**config.mk**
```make
export PLATFORM = sky130hd
export DESIGN_NAME = cache_mem_arbiter
export DESIGN_NICKNAME = d
export VERILOG_FILES = /design/src/rtl/cache_mem_arbiter.sv
export SDC_FILE = /design/constraint.sdc
export NUM_CORES = 1
export LEC_CHECK = 0
export ABC_AREA = 1
export ABC_CLOCK_PERIOD_IN_PS = 1700
export CORE_AREA = 2 2 106 108
export DETAILED_ROUTE_END_ITERATION = 16
export DIE_AREA = 0 0 108 110
export PLACE_DENSITY_LB_ADDON = 0.3
export SLEW_MARGIN = 5
export SYNTH_ARGS = -nofsm -noshare
export SYNTH_HDL_FRONTEND = slang
export SYNTH_SLANG_ARGS = --single-unit
```
**constraint.sdc**
```tcl
create_clock -name CLK -period 1.7 [get_ports CLK]
set_input_delay 0.34 -clock CLK [delete_from_list [all_inputs] [get_ports CLK]]
set_output_delay 0.34 -clock CLK [all_outputs]
set_load 0.005 [all_outputs]
```
**src/rtl/cache_mem_arbiter.sv**
```systemverilog
// Arbitrates the single main-memory port between the I-cache refill and the
// D-cache refill/write-back paths. Each granted block is moved word by word
// against a fixed-latency memory. MemBusy lets the hazard unit stall the pipe.
module cache_mem_arbiter #(
  parameter int unsigned LATENCY = 5,
  parameter int unsigned WORDS   = 4
) (
  input  logic                       CLK,
  input  logic                       CLR,
  input  logic                       IReq,
  input  logic [31:0]                IAddr,
  output logic                       IGnt,
  output logic                       IValid,
  output logic [31:0]                IRData,
  output logic [$clog2(WORDS)-1:0]   IWordIdx,
  output logic                       IDone,
  input  logic                       DReq,
  input  logic                       DWrite,
  input  logic [31:0]                DAddr,
  input  logic [31:0]                DWData,
  output logic                       DGnt,
  output logic                       DValid,
  output logic [31:0]                DRData,
  output logic [$clog2(WORDS)-1:0]   DWordIdx,
  output logic                       DDone,
  output logic [31:0]                MemAddr,
  output logic                       MemRead,
  output logic                       MemWrite,
  output logic [31:0]                MemWData,
  input  logic [31:0]                MemRData,
  output logic                       MemBusy
);

  localparam int unsigned IDX_W = $clog2(WORDS);
  localparam int unsigned CNT_W = (LATENCY > 1) ? $clog2(LATENCY) : 1;
  localparam logic [CNT_W-1:0] CNT_RELOAD = CNT_W'(LATENCY - 1);
  localparam logic [IDX_W-1:0] IDX_LAST   = IDX_W'(WORDS - 1);
  localparam logic [31:0]      BASE_MASK  = ~((32'd1 << (IDX_W + 2)) - 32'd1);

  typedef enum logic [1:0] {
    IDLE   = 2'd0,
    I_XFER = 2'd1,
    D_XFER = 2'd2,
    DONE   = 2'd3
  } state_e;

  state_e           state_q, state_d;
  logic [31:0]      base_q, base_d;
  logic [IDX_W-1:0] idx_q, idx_d;
  logic [CNT_W-1:0] cnt_q, cnt_d;
  logic             wr_q, wr_d;
  logic             lastd_q, lastd_d;
  // Side of the block currently owned: 1 = D-cache, 0 = I-cache.
  logic             side_q, side_d;

  logic i_act, d_act, xfer, beat;

  assign i_act = (state_q == I_XFER);
  assign d_act = (state_q == D_XFER);
  assign xfer  = i_act | d_act;
  assign beat  = xfer & (cnt_q == '0);

  // State and datapath registers; reset abandons any transfer in flight.
  always_ff @(posedge CLK or negedge CLR) begin
    if (!CLR) begin
      state_q <= IDLE;
      base_q  <= '0;
      idx_q   <= '0;
      cnt_q   <= '0;
      wr_q    <= 1'b0;
      lastd_q <= 1'b0;
      side_q  <= 1'b0;
    end else begin
      state_q <= state_d;
      base_q  <= base_d;
      idx_q   <= idx_d;
      cnt_q   <= cnt_d;
      wr_q    <= wr_d;
      lastd_q <= lastd_d;
      side_q  <= side_d;
    end
  end

  // Next-state: round-robin grant in IDLE, word/latency sequencing in XFER.
  always_comb begin
    state_d = state_q;
    base_d  = base_q;
    idx_d   = idx_q;
    cnt_d   = cnt_q;
    wr_d    = wr_q;
    lastd_d = lastd_q;
    side_d  = side_q;
    unique case (state_q)
      IDLE: begin
        if (DReq && (!IReq || !lastd_q)) begin
          state_d = D_XFER;
          side_d  = 1'b1;
          base_d  = DAddr & BASE_MASK;
          wr_d    = DWrite;
          idx_d   = '0;
          cnt_d   = CNT_RELOAD;
        end else if (IReq) begin
          state_d = I_XFER;
          side_d  = 1'b0;
          base_d  = IAddr & BASE_MASK;
          wr_d    = 1'b0;
          idx_d   = '0;
          cnt_d   = CNT_RELOAD;
        end
      end
      I_XFER, D_XFER: begin
        if (cnt_q == '0) begin
          if (idx_q == IDX_LAST) begin
            state_d = DONE;
          end else begin
            idx_d = idx_q + 1'b1;
            cnt_d = CNT_RELOAD;
          end
        end else begin
          cnt_d = cnt_q - 1'b1;
        end
      end
      DONE: begin
        lastd_d = side_q;
        state_d = IDLE;
      end
      default: state_d = IDLE;
    endcase
  end

  // Output decode; everything is derived from registered state so reset
  // clears all outputs at once. Base has its low bits cleared, so the word
  // offset is OR-ed in rather than added.
  always_comb begin
    MemBusy  = (state_q != IDLE);
    IGnt     = i_act | ((state_q == DONE) & ~side_q);
    DGnt     = d_act | ((state_q == DONE) &  side_q);
    IDone    = (state_q == DONE) & ~side_q;
    DDone    = (state_q == DONE) &  side_q;
    IValid   = i_act & beat;
    DValid   = d_act & beat;
    IRData   = IValid ? MemRData : '0;
    DRData   = (DValid & ~wr_q) ? MemRData : '0;
    IWordIdx = i_act ? idx_q : '0;
    DWordIdx = d_act ? idx_q : '0;
    MemAddr  = xfer ? (base_q | (32'(idx_q) << 2)) : '0;
    MemRead  = xfer & ~wr_q;
    MemWrite = xfer &  wr_q;
    MemWData = (d_act & wr_q) ? DWData : '0;
  end

endmodule
```
## Word-level counts from Yosys, hierarchy flattened

Index checks and enable logic that the tools add are counted.
W data, S select, Z words.

| word-level totals | value |
|---|---|
| register bits | 42 |
| output and inout bits | 141 |
| word-level logic and storage cells | 73 |

| cells by class | value |
|---|---|
| $add $sub $neg | 2 |
| equality and inequality tests | 9 |
| multiplexer cells | 26 |
| bitwise operators | 15 |
| reduce and logical (&&, ||, !) cells | 14 |

Operators by type and width:

| kind | count |
|---|---|
| $mux W32 | 6 |
| $or A32 B4 Y32 | 1 |
| $mux W2 | 10 |
| $mux W3 | 4 |
| $and A1 B1 Y1 | 9 |
| $eq A2 B2 Y1 const B | 3 |
| $ne A2 B2 Y1 const B | 3 |
| $ne A3 B3 Y1 const B | 2 |
| $pmux W2 S3 | 1 |
| $pmux W3 S2 | 1 |
| $reduce_and A3 Y1 | 2 |
| $reduce_bool A2 Y1 | 3 |
| $pmux W2 S2 | 1 |
| $reduce_and A4 Y1 | 1 |
| $logic_not A3 Y1 | 1 |
| $mux W1 | 3 |
| $or A1 B1 Y1 | 3 |
| $sub A3 B1 Y3 const B | 1 |
| $add A2 B1 Y2 const B | 1 |
| $eq A2 B1 Y1 const B | 1 |
| $logic_not A1 Y1 | 2 |
| $logic_not A2 Y1 | 1 |
| $not A1 Y1 | 2 |
| $reduce_and A2 Y1 | 1 |
| other kinds (3) | 3 |

## Longest topological paths before layout

Gate-level depths: netlist of the first run.

| logic depth | value |
|---|---|
| word-level depth | 6 |
| gate-level depth with buffers | 10 |
| mapped depth without buffers | 10 |

## Worst setup path after synthesis of the first run

No wires, ideal clock.

| timing path | value |
|---|---|
| path type | register -> output |
| start | register state_q[0] |
| end | output DRData[11] |
| arrival time | 1.385 ns |
| data required time | 1.360 ns |
| setup slack | -0.025 ns |
| cell stages (with the launch flop) | 8 |
| buffers on the path | 1 |
| path through | dfrtp_1 inv_1 ha_1 inv_1 nor3_4 nand2_4 buf_6 nor2_1 |

| between the ends | value |
|---|---|
| cells in the longest elaborated chain, start to end | 6 |
| elaborated cells on any way between the ends | 7 |

RTL lines:

| what | RTL line | text |
|---|---|---|
| start, declared | 47 | `state_e state_q, state_d;` |
| start signal, assigned | 74 | `state_q <= state_d;` |
| $eq A2 B1 Y1 or $eq A2 B2 Y1 (tied branches) | 58, 59 |  |
| $or A1 B1 Y1 | 60 | `assign xfer = i_act \| d_act;` |
| $and A1 B1 Y1 | 61 | `assign beat = xfer & (cnt_q == '0);` |
| $and A1 B1 Y1 (*) | 141 | `DValid = d_act & beat;` |
| named net DValid | 22 | `output logic DValid,` |
| $and A1 B1 Y1 (*) | 143 | `DRData = (DValid & ~wr_q) ? MemRData : '0;` |
| $mux W32 (*) | 143 |  |
| end, declared | 23 | `output logic [31:0] DRData,` |

Mark *: on every way through the listed nets, which the timed path passes. The rest lies on a longest branch.

## Worst setup path in the final report of the first run

| timing path | value |
|---|---|
| start | register state_q[0] |
| end | output DRData[23] |

| between the ends | value |
|---|---|
| cells in the longest elaborated chain, start to end | 6 |
| elaborated cells on any way between the ends | 7 |

RTL lines:

| what | RTL line |
|---|---|
| $eq A2 B1 Y1 or $eq A2 B2 Y1 (tied branches) | 58, 59 |
| $or A1 B1 Y1 | 60 |
| $and A1 B1 Y1 | 61 |
| $and A1 B1 Y1 (*) | 141 |
| $and A1 B1 Y1 (*) | 143 |
| $mux W32 (*) | 143 |

Every way passes the cells marked *; elsewhere a longest branch is shown, timed or not.

==> impl_metrics.yaml, run 1 <==
outcome:
  status: "finished, violations left"
  violations: "negative setup slack"
timing:
  tightest_slew_ps: 697
  fin_ws_ps: -677
  worst_clock_skew_ps: 5.34
  hold_slack_ps: 91.3
  setup_violations: 145
  slew_viol_final: 0
  fmax_ghz: 0.421
  setup_tns_ps: -62360
  min_period_ps: 2380
  final.period_utilization_pct: 140
  slew_headroom_pct: 53.5
  rsz0062_at_grt: "yes"
  hold_viol: 0
finish:
  final_layout_size_suffix_gt1_share_pct: 34.0
  finalNetCount: 957
  final_area_um2: 6920
  final_cells: 961
  syn_to_final_growth_pct: 135
logic_synthesis:
  synth-seq-area-share_pct: 32.3
  synth_top_area_share_pct: 32.3
  synth_warnings: 0
  synthCells: 495
  synth_seq_cells: 38
  synth_largest_area_cell: "dfrtp_1"
  syn_avg_cell_area_um2: 5.95
  syn_area_um2: 2950
  synth_cell_type_count: 26
  yosys-top-cells-area: "dfrtp_1 (32%), nor2_1 (16%), inv_1 (14%)"
setup_path:
  path_max_fanout: 5
  cp_slowest_stage_delay_ps: 370
  end_kind: "output pin"
  cp_num_buf_inv: 6
  startpoint_type: "register"
  critPathTopFamily: "buffers and inverters"
  cp_slowest_cell: "dfrtp_1"
  worst-endpoint-required_ps: 1360
  path_class: "reg2out"
  cp_data_arrival_time_ps: 2040
  crit_chain: "inv_2, ha_4, inv_4, nor3_4, buf_12, buf_8, nand2_8, buf_6, nor2_2, buf_2"
clocking:
  clock_sinks: 38
  root_buffer: "clkbuf_8"
  cts_tree: "yes"
  numCtsBuffers: 5
  max-clock-path-buffers: 2
  clock_latency_ps: 300
  path_clk_slew_ps: 80
  htree_levels: 2
place:
  dp_slack_ps: -602
  gp_congestion: 0.805
  dpl.hpwl_um: 9570
  port_buffers: 263
  dp_cells: 897
  place_area_um2: 5840
die:
  fp-row-count: 38
  dieWidth_um: 108
  die_y_um: 110
  coreArea_um2: 10700
  ios: 274
  dieArea_um2: 11900
  start_util_pct: 27.5
global_route:
  grt_max_degree: 41
  grt.total_usage_pct: 22.6
  first_global_vias: 4115
  grt_first_pass_wirelength_um: 20700
  antenna_found_initial: 2
  gr-total-overflow: 0
route:
  wl_per_cell_um: 15.5
  final_antenna_net_count: 0
  drt_iter0_drc: 214
  postRouteWirelength_um: 14900
  remaining_drc_errors: 0
  viasPerCell: 4.48
  via_count: 4302
  drtPass1Iterations: 4
power:
  power_leakage_nw: 3.81
  ir_worst_vdd_mv: 0.807
  powerDensity_nw_per_um2: 1340
worst_hold_path:
  hold_path.class: "in2async"
run:
  cap_violations: 0
==> per-stage QoR <==
stage          total power, mW  utilization (%)
6_report                  9.27             64.7
5_1_grt                   10.0             64.7
4_1_cts                   8.89             61.6
3_5_place_dp              6.82             54.6
3_3_place_gp              6.74             54.6
2_1_floorplan             4.01                -
==> report_power, final <==
| group | internal (mW) | switching (mW) |
|---|---|---|
| logic | 3.68 | 3.26 |
| clock network | 0.327 | 0.333 |
| registers | 1.36 | 0.304 |
| total | 5.37 | 3.90 |
==> flip-flops by register name, summed over array words and instances (netlist names) <==
name,flops
base_q,28
idx_q,2
state_q,2
wr_q,1
lastd_q,1
cnt_q,3
side_q,1
==> cell usage in the layout, fill, tap and decap left out, types with 2 or more instances in the layout <==
cell type,synthesis,final
clkbuf_2,0,11
clkbuf_8,0,6
dfrtp_1,38,38
buf_2,14,55
ha_4,0,4
buf_6,5,44
nor2_2,3,34
clkdlybuf4s15_1,0,15
nand2_4,1,4
buf_12,0,13
nand2_2,1,8
a31oi_1,28,28
nand2_1,100,89
o21ai_0,2,2
buf_8,0,3
dlygate4sd2_1,0,39
inv_2,1,7
clkbuf_16,0,3
clkdlybuf4s50_1,0,123
buf_16,0,6
inv_1,113,104
nand2_8,0,4
conb_1,1,2
nand3_1,37,37
inv_4,0,2
buf_4,2,29
nor2_4,1,39
clkdlybuf4s15_2,0,2
nor2_1,127,58
==> final cells by class <==
class                           instances  area, um^2
Clock inverter                          1        5.00
Clock buffer                            7        86.3
Multi-Input combinational cell        317        1930
Timing Repair Buffer                  343        3330
Tap cell                              140         175
Inverter                              114         438
Antenna cell                            1        2.50
Fill cell                             870        3780
Sequential cell                        38         951
==> Yosys cell counts, drive strengths merged <==
library cell and n:
inv 114, buf 24, nand4 1, ha 5
conb 1, nor3 2, o21ai 2, nand3 37
xor2 1, or2 1, nor2 131, nand2 102
clkbuf 6, o22ai 1, dfrtp 38, a31oi 28
and2 1
==> worst paths after layout <==
check	start	end	slack [ps]	cells after the start
setup / recovery	state_q[0]	DRData[23]	-680	10
hold / removal	CLR	base_q[10]	90	2
setup reg to reg	state_q[0]	cnt_q[2]	-240	13
hold reg to reg	lastd_q	lastd_q	500	2
max in group asynchronous	CLR	base_q[9]	1280	2
min in group CLK	lastd_q	lastd_q	500	2
==> per-layer routing <==
metal	track usage [%]	vias to the layer above	share of wire, %
met4	10.8	2	3.4
li1	-	2108	-
met1	23.7	1939	36
met3	7.64	42	10
met2	40.8	211	50
met5	0	-	0.088
==> what timing repair did <==
action	CTS	global route
pin swaps	23	22
cloned	9	3
buffers inserted	37	17
setup endpoints to repair	144	146
hold buffers	0	0
resized for setup	376	226
==> cells by family (layout without fill, tap and decap cells) <==
logic type	after synthesis	after routing	synth area share, %
AND/OR/NAND/NOR	275	278	38.2
buffers and inverters	144	465	20.5
flip-flops	38	38	32.3
AO/OA/AOI/OAI	31	31	6.50
adder cells (fa/ha/maj)	5	5	2.12
other	1	3	0.127
XOR/XNOR	1	1	0.297
(Power assumes the default switching activity.)
==> inputs of run 2 (changes only) <==
--- a/config.mk
+++ b/config.mk
@@ -7,9 +7,10 @@
 export LEC_CHECK = 0
 export ABC_AREA = 1
 export ABC_CLOCK_PERIOD_IN_PS = 1700
-export CORE_AREA = 2 2 106 108
+export CORE_ASPECT_RATIO = 1.5
+export CORE_MARGIN = 4
+export CORE_UTILIZATION = 28
 export DETAILED_ROUTE_END_ITERATION = 16
-export DIE_AREA = 0 0 108 110
 export PLACE_DENSITY_LB_ADDON = 0.3
 export SLEW_MARGIN = 5
 export SYNTH_ARGS = -nofsm -noshare
==> impl_metrics.yaml, run 2 (same netlist as run 1, synthesis figures left out) <==
outcome:
  status: "finished, violations left"
  violations: "negative setup slack"
timing:
  fin_ws_ps: -580
  min_period_ps: 2280
  final.period_utilization_pct: 134
  setup_violations: 134
  hold_slack_ps: 512
  tightest_slew_ps: 723
  rsz0062_at_grt: "yes"
  hold_viol: 0
  slew_viol_final: 0
  worst_clock_skew_ps: 5.99
  slew_headroom_pct: 51.8
  fmax_ghz: 0.439
route:
  viasPerCell: 4.49
  wl_per_cell_um: 15.5
  via_count: 4263
  drtPass1Iterations: 4
  postRouteWirelength_um: 14700
  remaining_drc_errors: 0
  final_antenna_net_count: 0
  drt_iter0_drc: 122
die:
  ios: 274
  start_util_pct: 28.9
  die_y_um: 134
  fp-row-count: 45
  dieWidth_um: 91.7
  coreArea_um2: 10200
  dieArea_um2: 12300
power:
  power.internal_mw: 4.76
  ir_worst_vdd_mv: 0.863
  pwr-share-clk_pct: 11.1
  power_leakage_nw: 3.83
  netSwitchingPower_mw: 3.61
  powerDensity_nw_per_um2: 1260
  power_frac_comb_pct: 69.0
  pwr-share-seq_pct: 19.8
  p_sw_share_pct: 43.2
finish:
  largestRegisters: "base_q x28, cnt_q x3"
  n_fill_cell: 873
  largest_register_ffs: 28
  regMostFlops: "base_q"
  final_area_um2: 6640
  syn_to_final_growth_pct: 125
  post-route-util_pct: 65.1
  final_layout_size_suffix_gt1_share_pct: 35.4
  finalNetCount: 945
  final_common_cell: "clkdlybuf4s50_1"
  final_cell_mix: "clkdlybuf4s50_1 (125), inv_1 (105), nand2_1 (95), buf_2 (66), nor2_1 (61)"
global_route:
  grt.total_usage_pct: 22.1
  antenna_found_initial: 5
  first_global_vias: 4278
  grt_max_degree: 39
  gr-total-overflow: 0
  grt_first_pass_wirelength_um: 21800
clocking:
  numCtsBuffers: 5
  htree_levels: 2
  clock_sinks: 38
  clock_latency_ps: 280
  root_buffer: "clkbuf_16"
  max-clock-path-buffers: 2
  cts_tree: "yes"
  path_clk_slew_ps: 60
setup_path:
  path_class: "reg2out"
  worst-endpoint-required_ps: 1360
  end_kind: "output pin"
  cp_data_arrival_time_ps: 1940
  path_max_fanout: 7
  startpoint_type: "register"
run:
  cap_violations: 0
place:
  gp_congestion: 0.843
  dpl.hpwl_um: 10300
  place_area_um2: 5850
  port_buffers: 263
worst_hold_path:
  hold_path.class: "reg2reg"
[run 2: changes by cell type in the layout (fill, tap and decap cells not counted), moves of 6 or more]
cell and delta:
dlygate4sd2_1 -37, clkbuf_2 +26, dlymetal6s2s_1 +18, clkdlybuf4s15_1 -14, nor2_2 -13, buf_2 +11, buf_6 -10, nor2_4 +10
nand2_1 +6
[run 2: path summary, 6_finish.rpt]
path,end,cells past startpoint,slack (ps),start
min in group asynchronous,wr_q,2,530,CLR
setup / recovery,DRData[13],9,-580,state_q[1]
setup reg to reg,cnt_q[2],11,60,state_q[0]
max in group asynchronous,base_q[24],3,550,CLR
hold / removal,lastd_q,2,510,lastd_q
hold reg to reg,lastd_q,2,510,lastd_q
[run 2: power groups by stage]
stage	Clock (mW)	Combinational [mW]	Sequential, mW
final	0.932	5.78	1.66
after global routing	0.988	6.38	1.72
after CTS	0.948	6.02	1.65
after detailed placement	0	5.22	1.64
after global placement	0	5.12	1.61
after floorplan	0	2.43	1.58
[run 2: stage by stage]
| step | std cells | setup WS (ps) | setup TNS, ps | power (mW) |
|---|---|---|---|---|
| final | 950 | -580 | -42140 | 8.37 |
| after global routing | 950 | -650 | -51610 | 9.08 |
| after CTS | 944 | -561 | -56090 | 8.62 |
| after detailed placement | 900 | -533 | -52800 | 6.86 |
| after global placement | 900 | -447 | -45940 | 6.73 |
| after floorplan | 496 | 25.1 | 0 | 4.01 |
[run 2: layout make-up]
type / count / area [um^2] / area share, %
Timing Repair Buffer: 331 / 2970 / 44.8
Multi-Input combinational cell: 317 / 1960 / 29.5
Sequential cell: 38 / 951 / 14.3
Inverter: 114 / 430 / 6.49
Tap cell: 141 / 176 / 2.66
Clock buffer: 7 / 143 / 2.15
Clock inverter: 1 / 5.00 / 0.0754
Antenna cell: 1 / 2.50 / 0.0377
[run 2: worst max-delay path, stage by stage (launching register included)]
cell and delay [ps]:
dfrtp_1 380, inv_2 70, ha_4 300, inv_4 50
nor3_4 150, buf_12 180, nand2_8 110, buf_6 200
nor2_4 80, buf_2 140
[run 2: per-layer routing]
metal,up-vias,track usage [%],share of wire (%)
met1,1907,22.0,34
met2,228,41.2,53
met4,8,8.18,2.9
met3,36,8.08,10
met5,-,0,0.46
li1,2084,-,-
[run 2: timing repair]
| item | 4_1_cts | 5_1_grt |
|---|---|---|
| hold endpoints to repair | 14 | 0 |
| gates resized for setup | 436 | 184 |
| cloned | 9 | 0 |
| hold buffers | 1 | 0 |
| pin swaps | 38 | 37 |
| endpoints found under the setup margin | 145 | 143 |
| setup buffers | 27 | 11 |
